--- src/rtl/mem_access_unit.sv ---
// Load/store unit between the MEM pipeline stage and a word-wide data memory.
// Optional macro LSU_MISALIGN_CHECK_EN rejects misaligned H/HU/W accesses instead of aligning them.
module mem_access_unit #(
    parameter int DATA_WIDTH = 32,
    parameter int MEM_DEPTH  = 1024,
    localparam int AW        = $clog2(MEM_DEPTH)
) (
    input  logic                  clk,
    input  logic                  RESET,
    input  logic                  req_valid,
    input  logic                  req_we,
    input  logic [2:0]            req_funct3,
    input  logic [31:0]           req_addr,
    input  logic [DATA_WIDTH-1:0] req_wdata,
    output logic                  req_ready,
    output logic                  rsp_valid,
    output logic [DATA_WIDTH-1:0] rsp_rdata,
    output logic                  misalign,
    output logic [AW-1:0]         mem_addr,
    output logic [DATA_WIDTH-1:0] mem_write_data,
    output logic                  mem_write,
    output logic                  mem_read,
    input  logic [DATA_WIDTH-1:0] mem_dout
);

    typedef enum logic [1:0] {IDLE, LOAD_WAIT, RMW_MERGE} state_t;

    state_t                r_state;
    logic [AW-1:0]         r_addr;
    logic [1:0]            r_off;
    logic [2:0]            r_funct3;
    logic [DATA_WIDTH-1:0] r_wdata;
    logic [DATA_WIDTH-1:0] r_rdata;
    logic                  r_rsp_valid;
    logic                  r_misalign;

    logic                  w_accept;
    logic                  w_illegal;
    logic                  w_misal;
    logic                  w_reject;
    logic                  w_go;
    logic                  w_is_sw;
    logic [1:0]            w_off;
    logic [4:0]            w_shift;
    logic [DATA_WIDTH-1:0] w_lane;
    logic [DATA_WIDTH-1:0] w_mask;
    logic [DATA_WIDTH-1:0] w_merged;
    logic [DATA_WIDTH-1:0] w_load;
    logic                  w_unused;

    // Address bits above the memory window are dropped, so accesses wrap.
    assign w_unused = ^req_addr[31:AW+2];

    assign w_accept  = req_valid && req_ready;
    assign w_illegal = (req_we && req_funct3[2]) || (req_funct3[1:0] == 2'b11)
                    || (req_funct3[2:1] == 2'b11);
    assign w_is_sw   = req_we && (req_funct3[1:0] == 2'b10);

`ifdef LSU_MISALIGN_CHECK_EN
    assign w_misal = ((req_funct3[1:0] == 2'b01) && req_addr[0])
                  || ((req_funct3[1:0] == 2'b10) && (req_addr[1:0] != 2'b00));
    assign w_off   = req_addr[1:0];
`else
    assign w_misal = 1'b0;
    assign w_off   = (req_funct3[1:0] == 2'b01) ? {req_addr[1], 1'b0} :
                     (req_funct3[1:0] == 2'b10) ? 2'b00 : req_addr[1:0];
`endif

    assign w_reject = w_illegal || w_misal;
    assign w_go     = w_accept && !w_reject;

    assign req_ready = (r_state == IDLE) && !RESET;
    assign mem_read  = w_go && !w_is_sw;
    assign mem_write = (w_go && w_is_sw) || ((r_state == RMW_MERGE) && !RESET);
    assign mem_addr  = (r_state == IDLE) ? req_addr[AW+1:2] : r_addr;

    // Byte/halfword lane of the fetched word, and the merge for partial stores.
    assign w_shift  = {r_off, 3'b000};
    assign w_lane   = mem_dout >> w_shift;
    assign w_mask   = (r_funct3[0] ? 32'h0000_FFFF : 32'h0000_00FF) << w_shift;
    assign w_merged = (mem_dout & ~w_mask) | ((r_wdata << w_shift) & w_mask);

    assign mem_write_data = (r_state == RMW_MERGE) ? w_merged : req_wdata;

    always_comb begin
        case (r_funct3)
            3'b000:  w_load = {{24{w_lane[7]}}, w_lane[7:0]};
            3'b001:  w_load = {{16{w_lane[15]}}, w_lane[15:0]};
            3'b100:  w_load = {24'h000000, w_lane[7:0]};
            3'b101:  w_load = {16'h0000, w_lane[15:0]};
            default: w_load = w_lane;
        endcase
    end

    always_ff @(posedge clk) begin
        if (RESET) begin
            // NOTE: only control state is reset; the request latches are always written before use.
            r_state     <= IDLE;
            r_rsp_valid <= 1'b0;
            r_rdata     <= '0;
            r_misalign  <= 1'b0;
        end else begin
            r_rsp_valid <= 1'b0;
            r_misalign  <= w_accept && w_reject;
            case (r_state)
                IDLE: begin
                    if (w_accept) begin
                        r_addr   <= req_addr[AW+1:2];
                        r_off    <= w_off;
                        r_funct3 <= req_funct3;
                        r_wdata  <= req_wdata;
                        if (!w_reject) begin
                            if (!req_we)
                                r_state <= LOAD_WAIT;
                            else if (!w_is_sw)
                                r_state <= RMW_MERGE;
                        end
                    end
                end
                LOAD_WAIT: begin
                    r_rdata     <= w_load;
                    r_rsp_valid <= 1'b1;
                    r_state     <= IDLE;
                end
                RMW_MERGE: r_state <= IDLE;
                default:   r_state <= IDLE;
            endcase
        end
    end

    assign rsp_valid = r_rsp_valid;
    assign rsp_rdata = r_rdata;
    assign misalign  = r_misalign;

endmodule

--- config.mk ---
export PLATFORM = sky130hd
export DESIGN_NAME = mem_access_unit
export DESIGN_NICKNAME = d
export VERILOG_FILES = /design/src/rtl/mem_access_unit.sv
export SDC_FILE = /design/constraint.sdc
export NUM_CORES = 1
export LEC_CHECK = 0
export BUFFER_PORTS_ARGS = -buffer_cell sky130_fd_sc_hd__buf_2
export CORE_AREA = 2 2 104 106
export DETAILED_ROUTE_END_ITERATION = 6
export DIE_AREA = 0 0 106 108
export MAX_ROUTING_LAYER = met4
export PLACE_DENSITY = 0.69
export SLEW_MARGIN = 15
export SYNTH_ARGS = -nofsm -noshare
export SYNTH_HDL_FRONTEND = slang
export SYNTH_SLANG_ARGS = --single-unit
--- constraint.sdc ---
create_clock -name clk -period 2.8 [get_ports clk]
set_clock_uncertainty 0.05 [all_clocks]
set_input_delay 0.42 -clock clk [delete_from_list [all_inputs] [get_ports clk]]
set_output_delay 0.42 -clock clk [all_outputs]
set_load 0.02 [all_outputs]
==> key figures, run 1 <==
Run status
  – Outcome: finished, final reports clean

Clocking
  – CTS root buf: clkbuf_8
  – Latest clock arrival within the worst-skew pair: 340 ps
  – Sink Count: 67
  – Clock Pin Slew Worst Setup and Hold Paths: about 80 ps
  – Max H-tree Level: 3
  – Num CTS Buffers: 9
  – Max Buffers Root-to-Sink: 2
  – CTS tree: yes

Critical path
  – Critical Path End Type: primary output
  – Crit Path Class: reg2out
  – Worst setup SP type: flip-flop
  – Data required, critical path: around 2300 ps
  – CP arrival: approximately 2200 ps
  – Maximum fanout along the worst path: 16
  – Register-to-Register Setup Slack: around 530 ps

Cells and area
  – Multi-input gate area: 0.00219 mm2
  – Share of layout cells above drive strength 1: 39.1%
  – Storage cell area: approximately 0.0017 mm2
  – Synth-to-Final Area Change: 26.8%
  – FILL cells: between 900 and 1000
  – N_diodes: 0
  – Nets@finish: 702

Timing
  – Hold_ws: approximately 200 ps
  – Rel. slew slack: roughly 34%
  – Final setup vio count: 0
  – Fin crit share: roughly 95%
  – Fin crit period: 2660 ps
  – RSZ-0062 raised after global routing: false
  – Max Slew Vio Count: 0
  – Fmax: about 380 MHz
  – Worst slew pin tran: between 900 and 1000 ps
  – Final hold vios: 0
  – Setup_tns: 0 ps

Floorplanning
  – # IOs: between 150 and 200
  – Placeable Area: 0.0102 mm2
  – Die ar.: between 0.01 and 0.015 mm2
  – Die height: roughly 110 um
  – Starting Density: about two fifths
  – Row cnt: 37
  – Die W: around 110 um

Placement
  – Final HPWL DP: 9180 um
  – GPL Wtd Cong: about 0.87
  – IO Port Bufs: around 160

Synthesis
  – Syn Area/Cell: ~9 um2
  – Synth Flop Type: dfxtp_1
  – Sequential element share of the synthesized area: approximately two fifths
  – Syn_nets: about 560
  – Fraction of registers with async set or reset after synthesis: 0%
  – Most common cell in the netlist: nor2_1
  – Commonest cells in the netlist: 67 x nor2_1, 51 x nand2_1, 50 x a21oi_1
  – Number of synthesized register bits: 67
  – Syn Inst Count: 450
  – Ys Warns: 0
  – Number of flops mapped to enable cells by yosys: 31
  – Cell taking the most area after synthesis: edfxtp_1
  – Post-synth top area share: 23.1%
  – Top cells by area, synth: edfxtp_1 23%, dfxtp_1 18%, mux2i_1 10%
  – Synthesized cell area: approximately 0.004 mm2
  – Yosys cell types: 38

Global routing
  – GRT Overall Usage: between 20% and 30%
  – Pin count of the biggest net entering global routing: 39
  – Vias in the first global route: approximately 3500
  – First-pass GRT wire length: between 15000 and 20000 um
  – Initial antenna violation count: 0
  – Total gr overflow: 0

Detailed routing
  – Drc violations: 0
  – Post-route ant nets: 0
  – Initial DRC Count: between 200 and 300
  – DRT Wirelength: between 10000 and 15000 um
  – Vias: 3820
  – Vias per cell: 5.18
  – Routed length per instance: about 16 um
  – Pre-antenna DRT Iters: 5

Hold path
  – Hold Crit Class: in2reg

Power and ir drop
  – Peak supply drop: 0.000252 V
  – Leak pwr: 0.00228 uW
  – Pwr dens: 478 mW/mm2

Flow run
  – Max-cap check violation count: 0
cell families (layout without fill, tap and decap cells):
family          Yosys count  after routing  synth area share, %
flops                    67             67                 41.0
mux                      67             67                 17.7
fa+ha+maj                 3              3                0.931
buf+inv                  41            192                 5.03
simple gates            151            151                 16.1
compound gates          121            121                 19.2
where the power goes:
group / leakage, uW / switching (uW) / total [uW] / internal, uW
clock: 0.0000979 / 413 / 830 / 418
combinational: 0.00160 / 324 / 526 / 202
sequential: 0.000582 / 22.1 / 1090 / 1070
critical path: stages (launching register included):
cell and delay, ps:
edfxtp_1 590, o21bai_2 600, nor2_1 80, a21oi_1 270, o21ai_0 120, buf_2 180
state kept, by name (all words and copies together), names as in the netlist:
signal / cells
r_addr: 10
r_wdata: 16
r_state: 2
misalign: 1
rsp_valid: 1
r_off: 2
rsp_rdata: 32
r_funct3: 3
timing repair:
item,CTS,global route
setup endpoints to repair,0,1
gates resized for setup,0,1
hold buffers,0,0
setup buffers,0,0
worst paths after layout:
check / startpoint / to / cells after the start
setup reg to reg: r_off[1]$_DFFE_PP_ / rsp_rdata[30]$_SDFFE_PP0P_ / 6
setup / recovery: r_funct3[0]$_DFFE_PP_ / mem_write_data[10] / 5
hold reg to reg: rsp_rdata[7]$_SDFFE_PP0P_ / rsp_rdata[7]$_SDFFE_PP0P_ / 2
hold / removal: req_addr[8] / r_addr[6]$_DFFE_PP_ / 1
layer usage:
layer | up-vias | global-route usage [%] | routed length, um
met4 | 0 | 6.77 | 156
met1 | 1766 | 29.6 | 5710
li1 | 1885 | - | -
met2 | 153 | 33.1 | 5480
met5 | - | - | 0
met3 | 16 | 2.77 | 691
per-stage QoR:
step           setup WS [ps]  area, um2  util, %  cells  total power, uW
6_report                 141       5110     50.0    737             2440
2_1_floorplan           41.2       4030        -    450             1440
3_5_place_dp             492       4910     48.0    721             1630
5_1_grt                 36.1       5110     50.0    737             2560
3_3_place_gp             509       4910     48.0    721             1620
4_1_cts                  105       5110     49.9    737             2460
cell type report:
class / instances / area share [%]
sequential: 67 / 32.3
clock inverter: 7 / 1.49
tap: 136 / 3.33
clock buffer: 9 / 2.42
inverter: 4 / 0.294
multi-input combinational: 342 / 42.8
timing repair buffer: 172 / 17.4
placed cells by master (no fill, tap or decap), types with 9 or more instances in the layout:
cell / instances
o21ai_0: 37
clkbuf_8: 9
buf_4: 11
nor2_1: 67
dfxtp_1: 36
nand2_1: 51
nor3_1: 11
edfxtp_1: 31
a21oi_1: 50
buf_2: 161
mux2_2: 25
a211oi_2: 10
mux2i_1: 41
Power figures use the tool's default switching activity.
==> run 2, diff against run 1 <==
--- a/config.mk
+++ b/config.mk
@@ -6,9 +6,9 @@
 export NUM_CORES = 1
 export LEC_CHECK = 0
 export BUFFER_PORTS_ARGS = -buffer_cell sky130_fd_sc_hd__buf_2
-export CORE_AREA = 2 2 104 106
+export CORE_AREA = 2 2 79 138
 export DETAILED_ROUTE_END_ITERATION = 6
-export DIE_AREA = 0 0 106 108
+export DIE_AREA = 0 0 81 140
 export MAX_ROUTING_LAYER = met4
 export PLACE_DENSITY = 0.69
 export SLEW_MARGIN = 15
==> run 2 against run 1 <==
Critical path depth unchanged. Total power increased by 12%. Final area increased by 2.1%. Critical path type unchanged. Sequential power is essentially flat. Largest power group is now clock. Sequential cell count did not move. Register-to-register slack gained 230 ps. Clock-buffer cell count rose by 2. Global-route usage grew 0.75 points. Die area fell by 0.94%. Clock power grew 35%. Sequential share of layout area shrank 0.67 points. Core utilization is 1.3 points higher.
==> key figures, run 2 (synthesis results as in run 1) <==
Cells and area
  – Commonest non-fill, non-tap cell in the layout: buf_2
  – N_diodes: 0 (unchanged)
  – Multi-input gate area: 0.00218 mm2 (-0.11%)
  – Max reg flops: 32 (unchanged)
  – Nets@finish: 704 (+0.28%)
  – Storage cell area: 0.00165 mm2 (unchanged)
  – FILL cells: 1024 (+4.0%)
  – Most frequent cells in the layout: 161 x buf_2, 67 x nor2_1, 51 x nand2_1, 50 x a21oi_1, 41 x mux2i_1
  – Share of layout cells above drive strength 1: 39.1% (about the same)
  – Synth-to-Final Area Change: 29.5%

Critical path
  – CP arrival: 2110 ps (-80 ps)
  – Worst setup SP type: flip-flop
  – Critical Path End Type: primary output
  – Crit-path cells: nand2b_1 > mux2_2 > a21oi_1 > o21ai_0 > buf_2
  – Maximum fanout along the worst path: 8 (-8)
  – Crit Path Class: reg2out
  – Data required, critical path: 2330 ps (about the same)
  – Worst Path Buf+Inv: 1 (unchanged)
  – Critical path's slowest cell: edfxtp_1
  – Crit-path leading delay family: flip-flops
  – CP peak stage delay: 520 ps (-80 ps)

Global routing
  – Vias in the first global route: 3739 (+5.9%)
  – First-pass GRT wire length: 18700 um (-0.52%)
  – Pin count of the biggest net entering global routing: 60 (+54%)
  – Total gr overflow: 0 (unchanged)
  – Initial antenna violation count: 0 (unchanged)
  – GRT Overall Usage: 22.2% (+0.75 points)

Timing
  – Rel. slew slack: 36.3% (+2.3 points)
  – Worst slew pin tran: 956 ps (-34.1 ps)
  – Fin crit share: 92.3% (-2.7 points)
  – Final setup vio count: 0 (unchanged)
  – Fin crit period: 2580 ps (-75.4 ps)
  – Final hold vios: 0 (unchanged)
  – RSZ-0062 raised after global routing: false
  – Fmax: 387 MHz (+2.9%)
  – Final worst slack: 217 ps (+75.4 ps)
  – Setup_tns: 0 ps (unchanged)
  – Max Slew Vio Count: 0 (unchanged)

Clocking
  – Max Buffers Root-to-Sink: 2 (unchanged)
  – CTS tree: yes
  – Sink Count: 67 (unchanged)
  – Max H-tree Level: 3 (unchanged)
  – CTS Hold Bufs: 0 (unchanged)
  – CTS root buf: clkbuf_16
  – Latest clock arrival within the worst-skew pair: 340 ps (about the same)
  – Setup repair bufs after CTS: 0 (unchanged)
  – Num CTS Buffers: 9 (unchanged)
  – Clock Pin Slew Worst Setup and Hold Paths: 60 ps (-20 ps)
  – Post-CTS sizing: 0 (unchanged)

Detailed routing
  – Routed length per instance: 16.1 um (-1.6%)
  – DRT Wirelength: 11700 um (-2.6%)
  – Initial DRC Count: 178 (-35%)
  – Post-route ant nets: 0 (unchanged)
  – Vias: 3764 (-1.5%)
  – Pre-antenna DRT Iters: 4 (-1)
  – Drc violations: 0 (unchanged)
  – Vias per cell: 5.16 (-0.52%)

Floorplanning
  – Starting Density: 39.6% (+0.21 points)
  – Placeable Area: 0.0102 mm2 (-0.53%)
  – Die ar.: 0.0113 mm2 (-0.94%)
  – Die height: 140 um (+30%)
  – Die W: 81 um (-24%)
  – Row cnt: 49 (+32%)
  – # IOs: 182 (unchanged)

Run status
  – Outcome: finished, final reports clean

Power and ir drop
  – Pwr dens: 523 mW/mm2 (+9.4%)
  – Leak pwr: 0.00235 uW (+2.8%)
  – Peak supply drop: 0.000406 V (+61%)

Placement
  – Final HPWL DP: 9360 um (+2.0%)
  – GPL Wtd Cong: 0.828 (-4.7%)
  – Pre-CTS WS: 546 ps (+54.2 ps)
  – IO Port Bufs: 161 (unchanged)

Hold path
  – Hold Crit Class: in2reg

Flow run
  – Max-cap check violation count: 0 (unchanged)
-- run 2: final cells by class --
| class | instances | area share (%) |
|---|---|---|
| multi-input combinational | 342 | 41.8 |
| clock buffer | 11 | 4.65 |
| sequential | 67 | 31.6 |
| clock inverter | 5 | 1.01 |
| inverter | 4 | 0.288 |
| tap | 127 | 3.04 |
| timing repair buffer | 174 | 17.5 |
-- run 2: path summary, 6_finish.rpt --
| path | cells after the start | from | to | slack (ps) |
|---|---|---|---|---|
| setup / recovery | 5 | r_off[1]$_DFFE_PP_ | mem_write_data[19] | 220 |
| hold / removal | 1 | req_addr[10] | r_addr[8]$_DFFE_PP_ | 220 |
| setup reg to reg | 5 | r_off[1]$_DFFE_PP_ | rsp_rdata[28]$_SDFFE_PP0P_ | 760 |
| hold reg to reg | 2 | rsp_rdata[5]$_SDFFE_PP0P_ | rsp_rdata[5]$_SDFFE_PP0P_ | 410 |
-- run 2: metrics by stage --
step	std cells	cell area, um2	util [%]	hold slack (ps)	power, uW
detailed placement	714	4930	48.4	400	1640
global placement	714	4930	48.4	393	1630
finish	730	5220	51.3	217	2730
floorplan	450	4030	-	442	1440
global route	730	5220	51.3	213	2840
CTS	730	5220	51.3	212	2750
-- run 2: power breakdown --
group,switching [uW],internal [uW]
combinational,320,205
clock,407,708
sequential,21.6,1070
total,749,1980
-- run 2: per-layer routing --
| metal | up-vias | global-route usage, % | wire length [um] |
|---|---|---|---|
| met1 | 1714 | 23.8 | 4360 |
| met3 | 32 | 5.03 | 644 |
| met4 | 0 | 11.0 | 427 |
| met2 | 126 | 37.6 | 6300 |
| li1 | 1892 | - | - |
| met5 | - | - | 0 |
==> run 3, diff against run 2 <==
--- a/config.mk
+++ b/config.mk
@@ -6,11 +6,13 @@
 export NUM_CORES = 1
 export LEC_CHECK = 0
 export BUFFER_PORTS_ARGS = -buffer_cell sky130_fd_sc_hd__buf_2
-export CORE_AREA = 2 2 79 138
+export CORE_AREA = 2 2 74 128
+export CTS_BUF_LIST = sky130_fd_sc_hd__clkbuf_16
 export DETAILED_ROUTE_END_ITERATION = 6
-export DIE_AREA = 0 0 81 140
+export DIE_AREA = 0 0 76 130
 export MAX_ROUTING_LAYER = met4
-export PLACE_DENSITY = 0.69
+export PLACE_DENSITY = 0.78
+export RECOVER_POWER = 25
 export SLEW_MARGIN = 15
 export SYNTH_ARGS = -nofsm -noshare
 export SYNTH_HDL_FRONTEND = slang
==> run 3 against run 2 <==
Via count rose by 1.5%. Non-clock buffer count fell by 1. Die area fell by 13%. Combinational power fell by 1%. Final cell count fell by 0.96%. Wire length fell by 0.25%. Worst setup slack got worse by 39 ps. Clock power fell by 8%. Critical path type unchanged. Largest power group is now registers. Highest routed layer unchanged.
==> key figures, run 3 (synthesis results as in run 1) <==
Critical path
  – Maximum fanout along the worst path: 9 (+1)
  – Crit-path leading delay family: flip-flops
  – Crit-path cells: nand2b_1 > mux2_2 > a21oi_1 > o21ai_0 > buf_2
  – Register-to-Register Setup Slack: 780 ps (+20 ps)
  – Crit Path Class: reg2out
  – CP arrival: 2150 ps (+40 ps)
  – Critical R2R Capture: rsp_rdata[26]$_SDFFE_PP0P_
  – Data required, critical path: 2330 ps (about the same)
  – Critical path's slowest cell: edfxtp_1
  – FF-to-FF path depth: 5 (unchanged)
  – Worst Path Buf+Inv: 1 (unchanged)
  – Worst setup SP type: flip-flop
  – CP peak stage delay: 570 ps (+50 ps)
  – Critical Path End Type: primary output
  – Crit path depth: 5 (unchanged)
  – Critical R2R Launch: r_off[0]$_SDFFCE_PP0P_

Clocking
  – Clock Pin Slew Worst Setup and Hold Paths: 50 ps (about the same)
  – Max H-tree Level: 3 (unchanged)
  – Post-CTS sizing: 0 (unchanged)
  – Setup repair bufs after CTS: 0 (unchanged)
  – Latest clock arrival within the worst-skew pair: 330 ps (about the same)
  – Sink Count: 67 (unchanged)
  – CTS root buf: clkbuf_16
  – Num CTS Buffers: 9 (unchanged)
  – CTS Hold Bufs: 0 (unchanged)
  – CTS tree: yes
  – Max Buffers Root-to-Sink: 2 (unchanged)

Timing
  – Fin crit share: 93.6% (+1.4 points)
  – Worst slew pin tran: 951 ps (-4.75 ps)
  – Setup_tns: 0 ps (unchanged)
  – Final hold vios: 0 (unchanged)
  – Fmax: 381 MHz (-1.5%)
  – Fin crit period: 2620 ps (+38.6 ps)
  – Max Slew Vio Count: 0 (unchanged)
  – RSZ-0062 raised after global routing: false
  – Final setup vio count: 0 (unchanged)
  – Rel. slew slack: 36.6% (+0.32 points)

Flow run
  – Max-cap check violation count: 0 (unchanged)

Placement
  – GPL Wtd Cong: 0.848 (+2.5%)
  – Final HPWL DP: 9030 um (-3.5%)
  – Area post-placement: 0.00491 mm2 (-0.33%)
  – IO Port Bufs: 161 (unchanged)

Cells and area
  – Final Cell Area: 0.00515 mm2 (-1.3%)
  – Nets@finish: 703 (-0.14%)
  – Synth-to-Final Area Change: 27.8%
  – Share of layout cells above drive strength 1: 34.4% (-4.8 points)
  – Commonest non-fill, non-tap cell in the layout: buf_2
  – Max reg flops: 32 (unchanged)
  – Most frequent cells in the layout: 136 x buf_2, 67 x nor2_1, 51 x nand2_1, 50 x a21oi_1, 41 x mux2i_1

Global routing
  – Met1 Usage GRT: 25.1% (+1.3 points)
  – Met2 Use GR: 42.3% (+4.7 points)
  – GRT busiest layer: met2
  – GRT Overall Usage: 23.9% (+1.7 points)
  – Routing usage on met3: 5.05% (+0.023 points)
  – First-pass GRT wire length: 18000 um (-3.3%)
  – Initial antenna violation count: 0 (unchanged)
  – Total gr overflow: 0 (unchanged)
  – Pin count of the biggest net entering global routing: 42 (-30%)
  – Vias in the first global route: 3687 (-1.4%)

Floorplanning
  – Placeable Area: 0.00892 mm2 (-12%)
  – Die W: 76 um (-6.2%)
  – Row cnt: 46 (-6.1%)
  – Die ar.: 0.00988 mm2 (-13%)
  – # IOs: 182 (unchanged)
  – Starting Density: 45.2% (+5.6 points)
  – Die height: 130 um (-7.1%)

Detailed routing
  – Pre-antenna DRT Iters: 4 (unchanged)
  – Vias: 3821 (+1.5%)
  – Initial DRC Count: 179 (+0.56%)
  – Drc violations: 0 (unchanged)
  – Vias per cell: 5.28 (+2.5%)
  – Post-route ant nets: 0 (unchanged)
  – DRT Wirelength: 11700 um (-0.25%)
  – Routed length per instance: 16.2 um (+0.72%)

Power and ir drop
  – Design Power: 2640 uW (-3.1%)
  – Pwr dens: 513 mW/mm2 (-1.9%)
  – Peak supply drop: 0.000421 V (+3.7%)
  – Leak pwr: 0.00226 uW (-3.9%)

Hold path
  – Hold path depth: 1 (unchanged)
  – Min-Delay Startpoint: req_addr[7]
  – Sink of the worst hold path: r_addr[5]$_DFFE_PP_
  – Hold Crit Class: in2reg

Run status
  – Outcome: finished, final reports clean
## run 3: area by class of cell
type	instances	area, um2
multi-input combinational	342	2180
clock inverter	6	23.8
fill	811	3770
tap	120	150
inverter	4	15.0
timing repair buffer	173	877
clock buffer	10	250
sequential	67	1650
antenna	1	2.50
## run 3: worst max path at each step
stage | from | to | slack, ps
floorplan | RESET | mem_write | 40
global placement | r_funct3[0]$_DFFE_PP_ | mem_write_data[19] | 510
detailed placement | r_funct3[0]$_DFFE_PP_ | mem_write_data[19] | 510
CTS | r_funct3[0]$_DFFE_PP_ | mem_write_data[19] | 150
global route | r_funct3[0]$_DFFE_PP_ | mem_write_data[23] | 80
finish | r_funct3[0]$_DFFE_PP_ | mem_write_data[19] | 180
## run 3: where the power goes
group	switching (uW)	internal [uW]	leakage, uW	total (uW)
combinational	319	199	0.00153	519
sequential	23.6	1070	0.000582	1090
clock	398	635	0.000145	1030
total	741	1900	0.00226	2640
## run 3: worst reg2reg max path: cells and delay by family (launching register included)
family                 cells  cell delay (ps)
buffers and inverters      1              260
AO/OA/AOI/OAI              3             1040
AND/OR/NAND/NOR            1              130
flip-flops                 1              450
## run 3: stage by stage
stage | instances | hold slack, ps | util, % | setup WS (ps)
floorplan | 450 | 442 | - | 41.2
CTS | 722 | 215 | 58.1 | 153
detailed placement | 706 | 397 | 55.0 | 508
finish | 723 | 224 | 57.8 | 178
global placement | 706 | 393 | 55.0 | 511
global route | 722 | 220 | 57.8 | 77.2
## run 3: layer usage
metal	part of all wire, %	up-vias
met3	4.5	30
met5	0	-
met1	39	1759
met4	3.5	0
met2	53	137
li1	-	1895
